$ cat src/rtl/addsub_serial.sv
// Digit-serial adder/subtractor: processes D bits per cycle, LSB digit first,
// and presents the full result plus carry/overflow flags on completion.
module addsub_serial #(
  parameter int unsigned N    = 8,
  parameter int unsigned D    = 2,
  parameter int unsigned SIGN = 0
) (
  input  logic         clk_i,
  input  logic         rst_i,
  input  logic         start_i,
  input  logic         op_i,
  input  logic [N-1:0] data0_i,
  input  logic [N-1:0] data1_i,
  output logic         busy_o,
  output logic         done_o,
  output logic [N-1:0] data_o,
  output logic         carry_o,
  output logic         over_o
);

  localparam int unsigned ND = N / D;
  localparam int unsigned CW = (ND > 1) ? $clog2(ND) : 1;
  localparam int unsigned DW = D + 1;

  typedef enum logic [1:0] {
    IDLE = 2'd0,
    RUN  = 2'd1,
    DONE = 2'd2
  } state_t;

  state_t        state_q;
  state_t        state_d;
  logic [N-1:0]  a_q;
  logic [N-1:0]  b_q;
  logic [N-1:0]  res_q;
  logic [N-1:0]  res_d;
  logic          op_q;
  logic          carry_q;
  logic [CW-1:0] cnt_q;

  logic [D-1:0]  a_dig;
  logic [D-1:0]  b_dig;
  logic [D:0]    sum_c;
  logic          cin_msb_c;
  logic          last_c;
  logic          accept_c;
  logic          over_c;

  // One digit of the ripple: operand digits are always the low D bits because
  // the operand registers shift right as digits are consumed.
  always_comb begin
    a_dig     = a_q[D-1:0];
    b_dig     = op_q ? ~b_q[D-1:0] : b_q[D-1:0];
    sum_c     = {1'b0, a_dig} + {1'b0, b_dig} + DW'(carry_q);
    cin_msb_c = a_dig[D-1] ^ b_dig[D-1] ^ sum_c[D-1];
    last_c    = (cnt_q == CW'(ND - 1));
    if (SIGN != 0) begin
      over_c = cin_msb_c ^ sum_c[D];
    end else begin
      over_c = op_q ? ~sum_c[D] : sum_c[D];
    end
  end

  // Result digits enter at the top and shift down so they land in place after ND steps.
  generate
    if (D == N) begin : g_full
      assign res_d = sum_c[D-1:0];
    end else begin : g_shift
      assign res_d = {sum_c[D-1:0], res_q[N-1:D]};
    end
  endgenerate

  // Next-state logic; a start is honoured in any state except RUN.
  always_comb begin
    state_d  = state_q;
    accept_c = 1'b0;
    case (state_q)
      IDLE: begin
        if (start_i) begin
          accept_c = 1'b1;
          state_d  = RUN;
        end
      end
      RUN: begin
        if (last_c) begin
          state_d = DONE;
        end
      end
      DONE: begin
        if (start_i) begin
          accept_c = 1'b1;
          state_d  = RUN;
        end else begin
          state_d = IDLE;
        end
      end
      default: state_d = IDLE;
    endcase
  end

  // State register.
  always_ff @(posedge clk_i or posedge rst_i) begin
    if (rst_i) begin
      state_q <= IDLE;
    end else begin
      state_q <= state_d;
    end
  end

  // Datapath: operand load, digit processing and registered outputs.
  always_ff @(posedge clk_i or posedge rst_i) begin
    if (rst_i) begin
      a_q     <= '0;
      b_q     <= '0;
      res_q   <= '0;
      op_q    <= 1'b0;
      carry_q <= 1'b0;
      cnt_q   <= '0;
      busy_o  <= 1'b0;
      done_o  <= 1'b0;
      data_o  <= '0;
      carry_o <= 1'b0;
      over_o  <= 1'b0;
    end else begin
      busy_o <= (state_d == RUN);
      done_o <= (state_d == DONE);
      if (accept_c) begin
        a_q     <= data0_i;
        b_q     <= data1_i;
        op_q    <= op_i;
        carry_q <= op_i;
        cnt_q   <= '0;
        res_q   <= '0;
      end else if (state_q == RUN) begin
        a_q     <= a_q >> D;
        b_q     <= b_q >> D;
        res_q   <= res_d;
        carry_q <= sum_c[D];
        cnt_q   <= cnt_q + CW'(1);
        if (last_c) begin
          data_o  <= res_d;
          carry_o <= sum_c[D];
          over_o  <= over_c;
        end
      end
    end
  end

endmodule

$ cat config.mk
export PLATFORM = sky130hd
export DESIGN_NAME = addsub_serial
export DESIGN_NICKNAME = d
export VERILOG_FILES = /design/src/rtl/addsub_serial.sv
export SDC_FILE = /design/constraint.sdc
export NUM_CORES = 1
export LEC_CHECK = 0
export ABC_AREA = 1
export CORE_ASPECT_RATIO = 1.5
export CORE_MARGIN = 2
export CORE_UTILIZATION = 40
export CTS_CLUSTER_SIZE = 20
export DETAILED_ROUTE_END_ITERATION = 10
export SLEW_MARGIN = 5
export SYNTH_ARGS = -nofsm -noshare
export SYNTH_HDL_FRONTEND = slang
export SYNTH_SLANG_ARGS = --single-unit
$ cat constraint.sdc
create_clock -name clk_i -period 4.9 [get_ports clk_i]
set_clock_uncertainty 0.05 [all_clocks]
set_input_delay 0.735 -clock clk_i [delete_from_list [all_inputs] [get_ports clk_i]]
set_output_delay 0.735 -clock clk_i [all_outputs]
set_load 0.01 [all_outputs]
* After elaboration in Yosys (flattened, before gate mapping) *
Index checks and enable logic that the tools add are counted.
Widths: inputs -> output; s select.

cells by class
  $add $sub $neg = 3
  eq/ne operators = 5
  multiplexer cells = 18
  bitwise gates (word level) = 3
  reductions and logical operators = 4

operators with widths
  operator             number
  $mux 8               6
  $mux 2               5
  $eq 2x2->1 const B   3
  $mux 1               6
  $pmux 2 s3           1
  $eq 2x1->1 const B   2
  $add 2x2->3          1
  $add 3x1->3          1
  $reduce_and 3->1     1
  $add 2x1->2 const B  1
  $logic_not 2->1      1
  $not 1->1            2
  $not 2->2            1
  $reduce_bool 2->1    1
  $reduce_or 2->1      1

storage, ports and cells
  register bits = 42
  input bits = 20
  output and inout port bits = 12
  logic and storage cells = 45

* Depth between registers and ports, before layout *
Gate-level depths: netlist of run 1.

  word-level depth = 6
  gate-level depth with buffers = 8
  gate-level depth less buffers = 8

* Worst setup path before layout of run 1 *
Ideal clock, no wire load.

  path kind = flip-flop to flip-flop
  from = reg op_q
  to = reg over_o
  setup time = 0.117 ns
  arrival time = 1.572 ns
  required time = 4.733 ns
  slack = 3.161 ns
  cell stages (with the launch flop) = 8
  path buffers = 0
  period minus slack after synthesis = 1.739 ns
  cells stage by stage = dfrtp_1 -> xor2_1 -> fa_1 -> fa_1 -> nand2_1 -> nand2_1 -> nand2_1 -> nand2_1

between the ends
  longest elaborated chain between the ends = 5

RTL lines
  what                      RTL line  source
  start: declaration        37        logic op_q;
  start signal: assignment  130       op_q <= op_i;
  $mux 2 *                  53        b_dig = op_q ? ~b_q[D-1:0] : b_q[D-1:0];
  $add 2x2->3 *             54        sum_c = {1'b0, a_dig} + {1'b0, b_dig} + DW'(carry_q);
  $add 3x1->3 *             54
  net sum_c[2]              43        logic [D:0] sum_c;
  $not 1->1                 60        over_c = op_q ? ~sum_c[D] : sum_c[D];
  $mux 1 *                  60
  end signal: assignment    143       over_o <= over_c;
  end: declaration          18        output logic over_o

Mark *: on every way through the listed nets, which the timed path passes. The rest lies on a longest branch.
A chain may end at the register's enable or synchronous reset.

* Final worst setup path of run 1 *
  from = reg state_q[1]
  to = reg data_o[7]

between the ends
  longest elaborated chain between the ends = 5

RTL lines
  what                                                  RTL line  source
  start: declaration                                    31        state_t state_q;
  start signal: assignment                              106       state_q <= state_d;
  $eq 2x2->1 / $logic_not 2->1 (equally long branches)  77        case (state_q)
  $reduce_or 2->1 (no source line)                      n/a
  $mux 1                                                n/a
  $not 1->1 (no source line)                            n/a
  $reduce_and 3->1 (no source line) *                   n/a
  end signal: assignment                                141       data_o <= res_d;
  end: declaration                                      16        output logic [N-1:0] data_o,

Every way passes the cells marked *; elsewhere a longest branch is shown, timed or not.

==> flow_results.org, run 1 <==
** Timing
- The smallest clock period supported by the final layout is computed as 2091 ps.
- Setup violations remaining at the end of the flow were counted as 0.
- The max-slew violation count was 0.
- At the pin with the least slew margin, the transition time is 978.1 ps.
- The worst pin sits at a relative slew slack of 0.3464.
- Hold violation total from the final report :: 0
- Dividing the final minimum period by the clock period gives 0.4267.
- Top achievable clock speed :: about 0.48 GHz
- RSZ-0062 raised after global routing :: no
- Setup TNS Final :: 0 ps

** Outcome
- Status :: complete, no violations

** Worst setup path
- Setup slack on the worst flop-to-flop path :: ~2800 ps
- Number of cells on the worst reg-to-reg path :: 5
- Traced cell by cell, the critical path runs through inv_1 > nand2_1 > nor2_1 > nand2_1 > nand2_1.
- Largest stage delay, worst path :: about 760 ps
- Cell occurring most often along the worst timing path :: nand2_1
- The worst setup path is launched from a register.
- For the worst setup path, the data arrival time is between 2000 and 2500 ps.
- Start of the worst register-to-register path :: state_q[1]
- Critical path class :: reg -> reg
- CP max stage cell :: nor2_1
- Along the worst path, the maximum fanout reaches 31.
- CP endpoint kind :: register
- Worst flop-to-flop path endpoint :: data_o[7]
- For the worst setup path, the data required time is about 5000 ps.

** Clocking
- The H-tree generated during clock tree synthesis spans 2 levels.
- TritonCTS built the clock tree.
- Worst skew pair latency :: roughly 290 ps
- Counting along the longest clock path gives a buffer depth of 2.
- Buffers inserted to repair hold after CTS numbered 0.
- Buffer cell driving the clock tree root :: clkbuf_8
- Number of buffers added for setup after CTS :: 0
- Post-CTS repair changed the size of 0 cells.
- Clock-pin slew was measured on the worst setup and hold paths at about 70 ps.
- Clock sink count :: 40
- In this run, CTS created clock tree buffers numbering 5.

** Synthesis
- Top area cells in the synthesized netlist :: dfrtp_1 59%, nand2_1 17%, nand3_1 11%, fa_1 2.4%, o21ai_0 2.4%
- The biggest area contributor in the post-synthesis netlist is dfrtp_1.
- Counting flops with a built-in enable in the synthesized netlist gives 0.
- Netlist area before placement :: approximately 0.0017 sq mm
- Synthesis produced a netlist whose cell count is around 190.
- Count of cell types in the netlist :: 16
- Of the synthesized area, sequential elements account for 0.5878.
- Average cell area after synthesis :: ~9 sq um
- Commonest cells post-synth :: 77 x nand2_1, 40 x dfrtp_1, 36 x nand3_1
- In the synthesized netlist the async set-or-reset flop fraction comes to 1.000.
- The number of nets in the synthesized netlist is between 200 and 250.
- The most used flip-flop cell after synthesis is dfrtp_1.
- The Yosys step of the flow raised 0 warnings.
- Share of the synthesized area in the top cell type :: 0.5878
- Counting flops and latches in the post-synthesis netlist gives 40.
- By instance count, the leading cell after synthesis is nand2_1.

** Finish
- After routing the design area is 0.002153 sq mm.
- Final layout net count :: roughly 240
- Antenna cells :: 0
- Compared with the post-synthesis result, the final layout area differs by 26.45%.
- Fill cell total of the finished layout :: 401
- Share of layout cells above drive strength 1 :: 0.06335

** Global routing
- Overall track demand over capacity in global routing :: 0.1528
- Entering global routing, the biggest net connects 41 pins.
- Gr ovfl total :: 0
- First-pass GRT wire length :: a little under 6000 microns
- The number of global-route vias before repair is 1293.
- Initial antenna violation count :: 0

** Floorplan
- Number of placement rows :: 29
- In this run the horizontal extent of the chip is ~57 microns.
- In this run the count of I/O pins placed on the die edge is 32.
- Total die area :: roughly 0.0048 sq mm
- Initial Util :: 0.4081
- Die boundary height :: 83.91 microns
- Core area :: between 0.004 and 0.005 sq mm

** Pwr
- Power spread over the standard cell area amounts to ~660 mW/mm^2.
- Standby leakage power :: 1.057 nW
- Maximum vdd ir drop :: around 0.0003 V

** Placed design
- Cell area after placement :: about 0.002 sq mm
- Routability-driven placement finished with a final weighted congestion of between 0.7 and 0.8.
- Buffers placed on the I/O ports in this run total 31.
- Detailed Place HPWL :: approximately 2200 microns

** Hold path
- The path with the worst hold slack has its endpoint at data_o[2].
- The worst hold path belongs to the class reg -> reg.
- The worst hold path begins at res_q[4].
- Hold Path Cell Cnt :: 2

** Routing
- For this block, the initial DRC count from the detailed router was 53.
- Detailed-router iteration count before antenna repair :: 4
- DRC violations left :: 0
- Vias after detailed routing :: about 1300
- Once detail routing completed, the nets flagged for antenna violations numbered 0.
- Ratio of routed vias to standard cells :: just under 5
- Drt wl/cell :: approximately 12 microns
- For this block, the routed nets add up to between 3000 and 4000 microns of wire.

** Flow run
- Max-capacitance violation count :: 0
[cells by family after synthesis]
logic type | synth area share
adder cells (fa/ha/maj) | 0.03086
AO/OA/AOI/OAI | 0.02351
flip-flops | 0.5878
buffers and inverters | 0.04996
AND/OR/NAND/NOR | 0.2976
XOR/XNOR | 0.01029
[placed cells by master, fill, tap and decap left out]
cell type / synthesis / routed
buf_4: 2 / 1
bufinv_16: 0 / 1
clkbuf_8: 0 / 7
clkdlybuf4s50_1: 0 / 31
dfrtp_1: 40 / 40
fa_1: 2 / 2
ha_1: 1 / 1
inv_1: 8 / 8
inv_2: 1 / 1
nand2_1: 77 / 77
nand2_2: 2 / 2
nand3_1: 36 / 36
nor2_1: 2 / 2
nor2_2: 1 / 1
nor2_4: 1 / 1
o21ai_0: 8 / 8
xor2_1: 2 / 2
[area by class of cell]
| type | instances | area (sq um) | share of cell area |
|---|---|---|---|
| Sequential cell | 40 | 1001 | 0.4648 |
| Multi-Input combinational cell | 132 | 616.8 | 0.2865 |
| Timing Repair Buffer | 32 | 317.8 | 0.1476 |
| Clock buffer | 7 | 96.34 | 0.04474 |
| Tap cell | 46 | 57.56 | 0.02673 |
| Inverter | 9 | 33.78 | 0.01569 |
| Clock inverter | 1 | 30.03 | 0.01395 |
[flip-flops by register name, summed over array words and instances (netlist names)]
register / flops
res_q: 6
cnt_q: 2
op_q: 1
a_q: 8
carry_o: 1
busy_o: 1
data_o: 8
carry_q: 1
done_o: 1
state_q: 2
b_q: 8
over_o: 1
[worst max-delay path by stage]
stage | to | startpoint | slack, ps
6_report | data_o[7] | state_q[1] | 2810
5_1_grt | over_o | state_q[1] | 2500
3_5_place_dp | op_q | start_i | 2720
2_1_floorplan | over_o | op_q | 3160
3_3_place_gp | op_q | start_i | 2740
4_1_cts | data_o[7] | state_q[1] | 2800
[where the power goes]
group | internal (W) | switching [W] | leakage [nW]
clock | 0.000180 | 0.000110 | 0.0645
combinational | 0.000241 | 0.000321 | 0.485
sequential | 0.000477 | 0.0000872 | 0.507
total | 0.000898 | 0.000518 | 1.06
[stage by stage]
step | std cells | power, W | util | hold slack, ps | setup WS (ps)
floorplan | 189 | 0.0009669 | - | 391.9 | 3161
global placement | 259 | 0.001116 | 0.4858 | 406.7 | 2743
detailed placement | 259 | 0.001141 | 0.4858 | 404.1 | 2718
CTS | 267 | 0.001434 | 0.5160 | 426.2 | 2804
global route | 267 | 0.001540 | 0.5160 | 455.9 | 2502
finish | 267 | 0.001416 | 0.5160 | 425.7 | 2809
[layer usage]
metal | GRT usage | vias to the layer above | part of all wire
met1 | 0.1792 | 619 | 0.42
met2 | 0.2581 | 41 | 0.51
met4 | 0.06342 | 0 | 0.018
met3 | 0.04186 | 5 | 0.054
met5 | 0 | - | 0
li1 | - | 658 | -
[critical path: cells and delay by family, from the launching register on]
| family | cells | cell delay, ps |
|---|---|---|
| simple gates | 4 | 1500 |
| buf+inv | 1 | 60 |
| flops | 1 | 410 |
(Power assumes the default switching activity.)
==> inputs of run 2 (changes only) <==
==> constraint.sdc (replaced) <==
create_clock -name clk_i -period 2.12 [get_ports clk_i]
set_clock_uncertainty 0.05 [all_clocks]
set_input_delay 0.318 -clock clk_i [delete_from_list [all_inputs] [get_ports clk_i]]
set_output_delay 0.318 -clock clk_i [all_outputs]
set_load 0.01 [all_outputs]
==> flow_results.org, run 2 (synthesis results as in run 1) <==
** Routing
- The final antenna-violating net count was 0 (unchanged).
- Detailed-router iteration count before antenna repair :: 5 (was 4)
- The average wire per standard cell came to 11.77 microns (was 11.97 microns).
- Ratio of routed vias to standard cells :: 4.989 (was 4.955)
- DRC violations left :: 0 (unchanged)
- The overall routed net length is 3191 microns (was 3196 microns).
- Vias after detailed routing :: 1352 (was 1323)
- The iteration-0 DRC count of the detailed router was 50 (was 53).

** Worst setup path
- The path depth of the worst reg2reg path came to 7 (was 5).
- Cell occurring most often along the worst timing path :: nand2_1 (unchanged)
- Worst-path maximum fanout :: 4 (was 31)
- The cell with the biggest individual delay on the critical path was fa_1 (was nor2_1).
- Arrival @ worst endpoint :: 1990 ps (was 2270 ps)
- Critical path class :: reg -> reg (unchanged)
- CP endpoint kind :: register (unchanged)
- The required time of the critical path is 2250 ps (was 5080 ps).
- The stage delay of the slowest cell on the critical path came to 440 ps (was 760 ps).
- Worst flop-to-flop path endpoint :: over_o (was data_o[7])
- The capturing instance or port of the critical path is over_o (was data_o[7]).
- Critical Path, Cell by Cell :: xor2_1 > fa_1 > fa_1 > nand2_1 > nand2_1 > nand2_1 > nand2_1 (was inv_1 > nand2_1 > nor2_1 > nand2_1 > nand2_1)
- The slack of the worst reg-to-reg path was 270 ps (was 2810 ps).
- The worst flop-to-flop path startpoint was op_q (was state_q[1]).
- Startpoint of the most critical setup path :: op_q (was state_q[1])
- The startpoint type of the worst setup path was a register (unchanged).

** Timing
- The worst relative slew slack is 0.6671 (was 0.3464).
- The timing-limited maximum frequency is 0.5396 GHz (was 0.4783 GHz).
- Slew of the pin with the lowest slew margin :: 499.4 ps (was 978.1 ps)
- RSZ-0062 raised after global routing: no (unchanged).
- Final Critical Period :: 1853 ps (was 2091 ps)
- The total setup violations reported at the end of the flow was 0 (unchanged).
- Final-report max-slew violation count :: 0 (unchanged)
- The part of the cycle the worst path needs came to 0.8742 (was 0.4267).
- The total count of hold-check failures in the final report is 0 (unchanged).
- The aggregate negative setup slack came to 0 ps (unchanged).

** Finish
- Total area of sequential cells :: 0.001001 sq mm (unchanged)
- Fill cell total of the finished layout :: 401 (unchanged)
- Commonest non-fill, non-tap cell in the layout :: nand2_1 (unchanged)
- Largest registers ranked by flip-flop count: a_q (8), b_q (8), data_o (8) (unchanged).
- The area overhead of the layout relative to synthesis is 26.08% (was 26.45%).
- Final std cell area, no fill :: 0.002147 sq mm (was 0.002153 sq mm)
- The area of the multi-input gates came to 616.8 sq um (unchanged).
- Commonest non-fill, non-tap cells in the layout: 77 x nand2_1, 40 x dfrtp_1, 36 x nand3_1 (unchanged).
- The final antenna diode count was 0 (unchanged).
- The fraction of final layout cells sized beyond drive strength 1 was 0.07111 (was 0.06335).
- The number of nets in the layout came to 247 (was 243).

** Global routing
- The maximum number of pins on one net before global-route repair came to 41 (unchanged).
- Number of global-route vias before repair :: 1295 (was 1293)
- Gr ovfl total :: 0 (unchanged)
- Overall track demand over capacity in global routing :: 0.1559 (was 0.1528)
- Initial antenna violation count :: 0 (unchanged)
- The first-pass GRT wire length came to 5747 microns (was 5761 microns).

** Clocking
- Worst skew pair latency :: 290 ps (about the same)
- Clock sink count :: 40 (unchanged)
- Clock Tree Buf Depth :: 2 (unchanged)
- The maximum level of the CTS H-tree came to 2 (unchanged).
- The clock tree root driver cell was clkbuf_8 (unchanged).
- The hold buffer count at CTS came to 0 (unchanged).
- The number of buffers added by the clock tree synthesis step is 5 (unchanged).
- TritonCTS clock tree :: built (unchanged)
- Clock slew at the register clock pins of the worst setup and hold paths :: 70 ps (about the same)
- The number of buffers inserted to repair setup after CTS came to 0 (unchanged).
- The number of gates resized after cts came to 0 (unchanged).

** Pwr
- Portion of total power attributed to combinational logic :: 0.425 (was 0.397)
- The clock network power share came to 0.162 (was 0.204).
- The worst IR drop on VDD came to 0.0008191 V (was 0.0003016 V).
- The switching fraction of total power came to 0.3786 (was 0.3661).
- The share of power burned in registers was 0.413 (was 0.399).
- Switching power :: 0.001197 W (was 0.0005184 W)
- The leakage power summed over all cells is 1.058 nW (was 1.057 nW).
- The ratio of total power to cell area came to 1472 mW/mm^2 (was 657.6 mW/mm^2).
- The internal power is 0.001964 W (was 0.0008976 W).

** Floorplan
- The die width is 57.28 microns (unchanged).
- Core area :: 0.004173 sq mm (unchanged)
- The number of cell rows came to 29 (unchanged).
- Total die area :: 0.004806 sq mm (unchanged)
- The effective utilization at floorplan is 0.4081 (unchanged).
- Number of top-level pins :: 32 (unchanged)
- The floorplan die height came to 83.91 microns (unchanged).

** Placed design
- The cell area after placement is 0.002057 sq mm (was 0.002027 sq mm).
- The final weighted congestion in routability-driven placement is 0.7624 (was 0.7233).
- The number of input and output port buffers inserted was 31 (unchanged).
- Detailed Place HPWL :: 2160 microns (was 2175 microns)

** Hold path
- The worst hold path class is in -> async (was reg -> reg).

** Flow run
- The count of maximum capacitance violations is 0 (unchanged).

** Outcome
- Status: complete, no violations (unchanged).
==> run 2: changes by cell type in the layout (fill, tap and decap cells not counted) <==
cell	before	now
clkbuf_1	0	2
bufinv_16	1	0
buf_4	1	5
clkbuf_8	7	6
==> run 2: per-layer routing <==
layer  track usage  part of all wire  vias to the layer above
met4       0.07611             0.023                        0
met3       0.04186             0.047                        7
li1              -                 -                      673
met1        0.1756              0.43                      640
met5             0                 0                        -
met2        0.2654              0.50                       32
==> run 2: per-stage QoR <==
stage               utilization  hold WS, ps  std cells  total power, W  setup WS [ps]
floorplan                     -        384.8        189        0.002235          381.2
detailed placement       0.4930        405.4        263        0.002693          279.2
global placement         0.4930        405.3        263        0.002629          344.7
finish                   0.5145        394.8        271        0.003161          266.7
CTS                      0.5145        414.6        271        0.003214          270.6
global route             0.5145        453.5        271        0.003475          163.7
==> run 2: critical path: cells and delay by family (launching register included) <==
kind / cells / cell delay [ps]
flops: 1 / 430
simple gates: 4 / 260
xor+xnor: 1 / 190
fa+ha+maj: 2 / 830
==> run 2: how the worst min path moves through the flow <==
stage                            to  slack [ps]        from  depth (start not counted)
after detailed placement  data_o[2]         410    res_q[4]                          2
after global placement    data_o[2]         410    res_q[4]                          2
final                        done_o         390       rst_i                          3
after CTS                    busy_o         410       rst_i                          3
after global routing      data_o[3]         450    res_q[5]                          2
after floorplan              a_q[6]         380  data0_i[6]                          2
==> run 2: layout make-up <==
type / instances / area share
flip-flops and latches: 40 / 0.4662
multi-input cells: 132 / 0.2873
repair buffers: 36 / 0.1620
clock buffers: 8 / 0.04196
well taps: 46 / 0.02681
inverters: 9 / 0.01573
==> run 2: power groups by stage <==
stage          Clock (W)  Combinational [W]  Sequential [W]
2_1_floorplan          0           0.000907         0.00133
3_3_place_gp           0            0.00132         0.00131
3_5_place_dp           0            0.00137         0.00132
4_1_cts         0.000531            0.00138         0.00131
5_1_grt         0.000568            0.00155         0.00135
6_report        0.000512            0.00134         0.00130
